`config.mk`:
```
export PLATFORM = sky130hd
export DESIGN_NAME = riscv_regfile_wb
export DESIGN_NICKNAME = d
export VERILOG_FILES = /design/src/rtl/riscv_pkg.sv /design/src/rtl/riscv_regfile_wb_fifo.sv /design/src/rtl/riscv_regfile_wb.sv
export SDC_FILE = /design/constraint.sdc
export NUM_CORES = 2
export LEC_CHECK = 0
export CAP_MARGIN = 0
export CORE_UTILIZATION = 23
export DETAILED_ROUTE_END_ITERATION = 10
export GPL_TIMING_DRIVEN = 0
export PLACE_DENSITY_LB_ADDON = 0.2
export RECOVER_POWER = 25
export SETUP_SLACK_MARGIN = 0.1
export SYNTH_ARGS = -nofsm -noshare
export SYNTH_HDL_FRONTEND = slang
export SYNTH_SLANG_ARGS = --single-unit
```
`constraint.sdc`:
```
create_clock -name clk -period 6.1 [get_ports clk]
set_input_delay 0.61 -clock clk [delete_from_list [all_inputs] [get_ports clk]]
set_output_delay 0.61 -clock clk [all_outputs]
set_load 0.1 [all_outputs]
```
`src/rtl/riscv_pkg.sv`:
```
// Shared types for the register file and its write-back queue.
// Optional feature macro used by riscv_regfile_wb: REGFILE_RESET_CLEAR_EN.
package riscv_pkg;

  typedef logic [4:0]  regaddr_t;
  typedef logic [31:0] xlen_t;

  typedef struct packed {
    regaddr_t rd;
    xlen_t    data;
  } wb_entry_t;

  localparam regaddr_t REG_ZERO = 5'd0;
  localparam int       NUM_REGS = 32;

  function automatic logic entry_hits(input wb_entry_t e, input regaddr_t addr);
    return (e.rd == addr);
  endfunction

endpackage

```
`src/rtl/riscv_regfile_wb_fifo.sv`:
```
// Circular write-back queue of wb_entry_t. All slots, the occupancy mask and the
// read pointer are exported so the register file can search pending writes by age.
module wb_fifo
  import riscv_pkg::*;
#(
  parameter  int DEPTH = 4,
  localparam int PTR_W = $clog2(DEPTH),
  localparam int CNT_W = PTR_W + 1
) (
  input  logic                   clk,
  input  logic                   rst_n,
  input  logic                   push_i,
  input  wb_entry_t              push_entry_i,
  input  logic                   pop_i,
  output wb_entry_t              head_o,
  output wb_entry_t [DEPTH-1:0]  entries_o,
  output logic      [DEPTH-1:0]  valid_o,
  output logic      [PTR_W-1:0]  rd_ptr_o,
  output logic      [CNT_W-1:0]  count_o,
  output logic                   full_o,
  output logic                   empty_o
);

  wb_entry_t [DEPTH-1:0] mem_q, mem_d;
  logic [PTR_W-1:0] wr_ptr_q, wr_ptr_d;
  logic [PTR_W-1:0] rd_ptr_q, rd_ptr_d;
  logic [CNT_W-1:0] count_q, count_d;
  logic             push_ok, pop_ok;
  logic [PTR_W-1:0] age_off;

  always_comb begin
    full_o  = (count_q == CNT_W'(DEPTH));
    empty_o = (count_q == '0);
    push_ok = push_i && !full_o;
    pop_ok  = pop_i && !empty_o;

    mem_d = mem_q;
    if (push_ok) mem_d[wr_ptr_q] = push_entry_i;

    wr_ptr_d = wr_ptr_q;
    if (push_ok) wr_ptr_d = wr_ptr_q + PTR_W'(1);
    rd_ptr_d = rd_ptr_q;
    if (pop_ok) rd_ptr_d = rd_ptr_q + PTR_W'(1);

    // Count, not pointer equality, separates full from empty.
    count_d = count_q;
    unique case ({push_ok, pop_ok})
      2'b10:   count_d = count_q + CNT_W'(1);
      2'b01:   count_d = count_q - CNT_W'(1);
      default: count_d = count_q;
    endcase
  end

  // A slot is live when its distance from the read pointer is below the count.
  always_comb begin
    age_off = '0;
    valid_o = '0;
    for (int i = 0; i < DEPTH; i++) begin
      age_off    = PTR_W'(i) - rd_ptr_q;
      valid_o[i] = (CNT_W'(age_off) < count_q);
    end
  end

  always_ff @(posedge clk) begin
    if (!rst_n) begin
      wr_ptr_q <= '0;
      rd_ptr_q <= '0;
      count_q  <= '0;
    end else begin
      wr_ptr_q <= wr_ptr_d;
      rd_ptr_q <= rd_ptr_d;
      count_q  <= count_d;
    end
  end

  always_ff @(posedge clk) begin
    mem_q <= mem_d;
  end

  assign head_o    = mem_q[rd_ptr_q];
  assign entries_o = mem_q;
  assign rd_ptr_o  = rd_ptr_q;
  assign count_o   = count_q;

endmodule

```
`src/rtl/riscv_regfile_wb.sv`:
```
// x0..x31 register file fed by a queued write-back port with read forwarding.
// Macro REGFILE_RESET_CLEAR_EN: when defined, reset also zeroes the array.
module riscv_regfile_wb
  import riscv_pkg::*;
#(
  parameter  int WB_DEPTH = 4,
  parameter  int XLEN     = 32,
  localparam int PTR_W    = $clog2(WB_DEPTH)
) (
  input  logic                     clk,
  input  logic                     rst_n,
  input  logic [4:0]               rs1_addr,
  input  logic [4:0]               rs2_addr,
  output logic [XLEN-1:0]          rv1,
  output logic [XLEN-1:0]          rv2,
  input  logic                     wb_valid,
  output logic                     wb_ready,
  input  logic [4:0]               wb_rd,
  input  logic [XLEN-1:0]          wb_data,
  input  logic                     port_busy,
  output logic [$clog2(WB_DEPTH):0] wb_count,
  output logic                     wb_empty
);

  // Write-back handshake: a transfer happens on a rising edge where wb_valid and
  // wb_ready are both high; wb_ready depends only on occupancy, never on wb_valid
  // or on a drain in the same cycle. Transfers to x0 complete but are discarded.

  wb_entry_t                push_entry;
  wb_entry_t                head;
  wb_entry_t [WB_DEPTH-1:0] entries;
  logic      [WB_DEPTH-1:0] valid_mask;
  logic      [PTR_W-1:0]    rd_ptr;
  logic                     fifo_full;
  logic                     fifo_empty;
  logic                     accept, push, pop;

  logic                     arr_we;
  regaddr_t                 arr_waddr;
  xlen_t                    arr_wdata;
  xlen_t                    regs_q [NUM_REGS];
  xlen_t                    rv1_v, rv2_v;
  logic      [PTR_W-1:0]    idx;

  always_comb begin
    wb_ready        = !fifo_full;
    accept          = wb_valid && wb_ready;
    push            = accept && (wb_rd != REG_ZERO);
    pop             = !fifo_empty && !port_busy;
    push_entry.rd   = wb_rd;
    push_entry.data = xlen_t'(wb_data);
  end

  wb_fifo #(.DEPTH(WB_DEPTH)) u_wb_fifo (
    .clk          (clk),
    .rst_n        (rst_n),
    .push_i       (push),
    .push_entry_i (push_entry),
    .pop_i        (pop),
    .head_o       (head),
    .entries_o    (entries),
    .valid_o      (valid_mask),
    .rd_ptr_o     (rd_ptr),
    .count_o      (wb_count),
    .full_o       (fifo_full),
    .empty_o      (fifo_empty)
  );

  assign wb_empty = fifo_empty;

  // A drain coinciding with reset is suppressed so dropped entries never land.
  always_comb begin
    arr_we    = pop && rst_n;
    arr_waddr = head.rd;
    arr_wdata = head.data;
  end

`ifdef REGFILE_RESET_CLEAR_EN
  always_ff @(posedge clk) begin
    if (!rst_n) begin
      for (int i = 0; i < NUM_REGS; i++) regs_q[i] <= '0;
    end else if (arr_we) begin
      regs_q[arr_waddr] <= arr_wdata;
    end
  end
`else
  always_ff @(posedge clk) begin
    if (arr_we) regs_q[arr_waddr] <= arr_wdata;
  end
`endif

  // Walk pending entries oldest to youngest so the youngest match wins.
  always_comb begin
    rv1_v = regs_q[rs1_addr];
    rv2_v = regs_q[rs2_addr];
    idx   = '0;
    for (int i = 0; i < WB_DEPTH; i++) begin
      idx = rd_ptr + PTR_W'(i);
      if (valid_mask[idx] && entry_hits(entries[idx], rs1_addr)) rv1_v = entries[idx].data;
      if (valid_mask[idx] && entry_hits(entries[idx], rs2_addr)) rv2_v = entries[idx].data;
    end
    if (rs1_addr == REG_ZERO) rv1_v = '0;
    if (rs2_addr == REG_ZERO) rv2_v = '0;
  end

  assign rv1 = XLEN'(rv1_v);
  assign rv2 = XLEN'(rv2_v);

endmodule

```
==> run metrics <==
status=complete, but fails checks; failing checks=capacitance limit, slew limit, setup timing; Routed WL=244000 um; max frequency=161 MHz; hold-critical path endpoint=u_wb_fifo.wr_ptr_q[1]; Crit Path Max Fanout=10; pre-CTS WS=-1690 ps; Final min period=6230 ps; Unique masters post-synth=54; port buffer count=112; Min-Delay Startpoint=rst_n; Synth Area per Inst=15.0 um2; area leader, netlist=edfxtp_1; fill count=26100; sequential share of power=40.3%; Worst Skew=27.3 ps; Max-slew headroom=-33.8%; final setup fails=5; Max-Cap Viols=5; Synth top area share=58.9%; asr flop ratio synth=0%; cell mode on critical path=buf_2; Sw Pwr=8.72 mW; top post-synthesis cells by area=edfxtp_1, mux2i_1, mux4_2; root buf cell=clkbuf_16; Post-Syn Area=0.0597 mm2; share of cells above drive strength 1=22.3%; Global Route Usage Sum=18.1%; initial core utilization=23.2%; Yosys warnings=0; Worst Hold Class=in2reg; number of global-route vias before repair=39900; measured slew at the worst slew-check pin=2010 ps; EDFF count, synth=1172; WHS=373 ps; register area share after synthesis=59.2%; CP Launch Type=input port; Syn Nets=4036; largest net degree at the start of global routing=35; final setup margin=-126 ps; die height=511 um; reg2reg start=u_wb_fifo.count_o[2]; most common cell after layout, fill and taps aside=edfxtp_1; core area=0.257 mm2; Crit-path slowest cell=a32oi_1; final antenna-violating net count=0; DR vias=40200; total CTS buffers=134; R2R cell count=6; CP Capture Type=output port; fin area=0.0711 mm2; drt via density=5.16; post-synthesis register bit count=1179; clock power share=31.8%; Slew Viols, Final=121; initial drt markers=4328; most frequent cells in the layout=edfxtp_1, mux2i_1, mux4_2; CTS tree=built; worst path arrival time=5620 ps; sw frac=34.3%; clk slew on worst S/H paths=50 ps; wire per inst=31.3 um; internal cell power=16.7 mW; initial antenna violation count=18; Inst Count DP=7530; max incr delay on CP=810 ps; maximum clock path buffer count=3; post-route insts no fill=7778; Comb power frac=28.0%; gpl congestion=0.857; DRC viols=0; RSZ-0062 raised after global routing=yes; # clock sinks=1179; Rows=186; die width=511 um; Die ar.=0.262 mm2; HPWL Detailed=180000 um; maximum vdd drop=0.359 mV; cell family with most CP delay=buffers and inverters; CP Data Required Time=5490 ps; Buf/Inv on CP=5; Hold Path Depth=2; Clock Latency Late Sink=790 ps; level count of the clock H-tree=4; Ports=120; Leak=23.3 nW; Synth Flop Type=edfxtp_1; fin nets=4352; PwrDens=357 mW/mm2; Fin Setup TNS=-367 ps; GRT overflow=0; Cell Chain, Critical Path=clkdlybuf4s50_1 -> buf_2 -> buf_2 -> nand2_2 -> buf_1 -> o2111ai_1 -> a32oi_1 -> nand2_1 -> a311o_1 -> a211oi_2 -> buf_4; P&R area growth vs syn=19.1%; r2r endpoint=regs_q[23][10]; first-pass GRT wire length=333000 um; crit path kind=in2out; Post-Syn Instances=3975; r2r setup slk=1790 ps; fraction of the cycle the final worst path needs=102%; post-placement cell area=0.0663 mm2; TritonRoute pass-1 iters=6; Final Hold Viols=0
-- power groups by stage --
stage | Sequential (mW) | Combinational, mW | Clock (mW)
floorplan | 10.4 | 4.25 | 0
global placement | 10.4 | 6.77 | 0
detailed placement | 10.4 | 6.91 | 0
CTS | 10.2 | 7.04 | 8.22
global route | 10.3 | 7.39 | 8.50
finish | 10.2 | 7.11 | 8.07
-- state kept, by name, indices dropped and copies added, names as in the netlist --
name                 cells
u_wb_fifo.wr_ptr_q       2
u_wb_fifo.count_o        3
u_wb_fifo.entries_o    148
regs_q                1024
u_wb_fifo.rd_ptr_o       2
-- repair_timing --
item | CTS | global route
pin swaps | 6 | 1
setup buffers | 11 | 0
endpoints found under the setup margin | 64 | 62
hold buffers | 0 | 0
gates resized for setup | 519 | 55
gates cloned | 1 | 0
-- metal layers --
metal  global-route usage [%]  vias to the layer above  routed length [um]
met5                        0                        -                  37
met4                     4.12                        6                4960
met3                     4.03                      260               19000
met2                     27.6                     1592              107000
met1                     26.1                    21400              112000
li1                         -                    16900                   -
-- final cells by class --
type / instances / area, um2 / area share [%]
repair buffers: 182 / 2150 / 3.02
clock buffers: 168 / 3600 / 5.06
well taps: 3384 / 4230 / 5.95
flip-flops and latches: 1179 / 35300 / 49.7
plain buffers: 340 / 1630 / 2.29
clock inverters: 64 / 644 / 0.906
inverters: 9 / 33.8 / 0.0475
diodes: 7 / 17.5 / 0.0246
multi-input cells: 2445 / 23500 / 33.0
-- worst register-to-register path: stages, from the launching register on --
cell      delay, ps
dfxtp_1         330
clkbuf_1        400
nor3_1          160
nor2_1          580
nand4_1        1130
nor2_4         1120
buf_16          280
-- through the flow --
| step | util, % | total power [mW] |
|---|---|---|
| CTS | 27.6 | 25.5 |
| finish | 27.6 | 25.4 |
| global route | 27.6 | 26.2 |
| detailed placement | 25.8 | 17.3 |
| floorplan | - | 14.6 |
| global placement | 25.3 | 17.2 |
-- cell families (layout without fill, tap and decap cells) --
logic type      after synthesis  after routing  synth area share (%)
flops                      1179           1179                  59.2
mux                        1106           1106                  24.1
compound gates              734            734                  9.11
simple gates                548            549                  4.05
buf+inv                     352            763                  2.67
xor+xnor                     46             46                 0.713
fa+ha+maj                    10             10                 0.222
other cells                   0              7                     0
-- worst max-delay path by stage --
| stage | startpoint | end | cells after the start |
|---|---|---|---|
| 6_report | rs1_addr[0] | rv1[7] | 11 |
| 5_1_grt | rs1_addr[0] | rv1[26] | 11 |
| 4_1_cts | rs1_addr[0] | rv1[24] | 11 |
| 3_5_place_dp | rs1_addr[1] | rv1[1] | 12 |
| 3_3_place_gp | rs2_addr[4] | rv2[19] | 11 |
| 2_1_floorplan | u_wb_fifo.count_o[1] | rv1[0] | 10 |
-- cells in the mapped netlist (all sizes together), types with 2 or more instances --
| cell | n |
|---|---|
| nand3b | 4 |
| inv | 9 |
| clkbuf | 172 |
| mux4 | 253 |
| mux2i | 752 |
| or3b | 4 |
| o221ai | 2 |
| nand2b | 7 |
| o22ai | 248 |
| nand2 | 241 |
| o2111ai | 62 |
| a21oi | 34 |
| nor2 | 174 |
| xnor2 | 30 |
| o211ai | 32 |
| a22oi | 93 |
| a211oi | 33 |
| nand4b | 3 |
| nor3 | 40 |
| mux2 | 101 |
| nor2b | 42 |
| nand4 | 4 |
| a32oi | 31 |
| dfxtp | 7 |
| edfxtp | 1172 |
| and2 | 11 |
| o21ai | 37 |
| nand3 | 5 |
| o32ai | 2 |
| nor4 | 2 |
| buf | 171 |
| or3 | 7 |
| xor2 | 16 |
| a311o | 64 |
| a2111oi | 30 |
| or4 | 2 |
| a31oi | 62 |
| ha | 9 |
No activity file was read; power rests on OpenSTA's default activity.
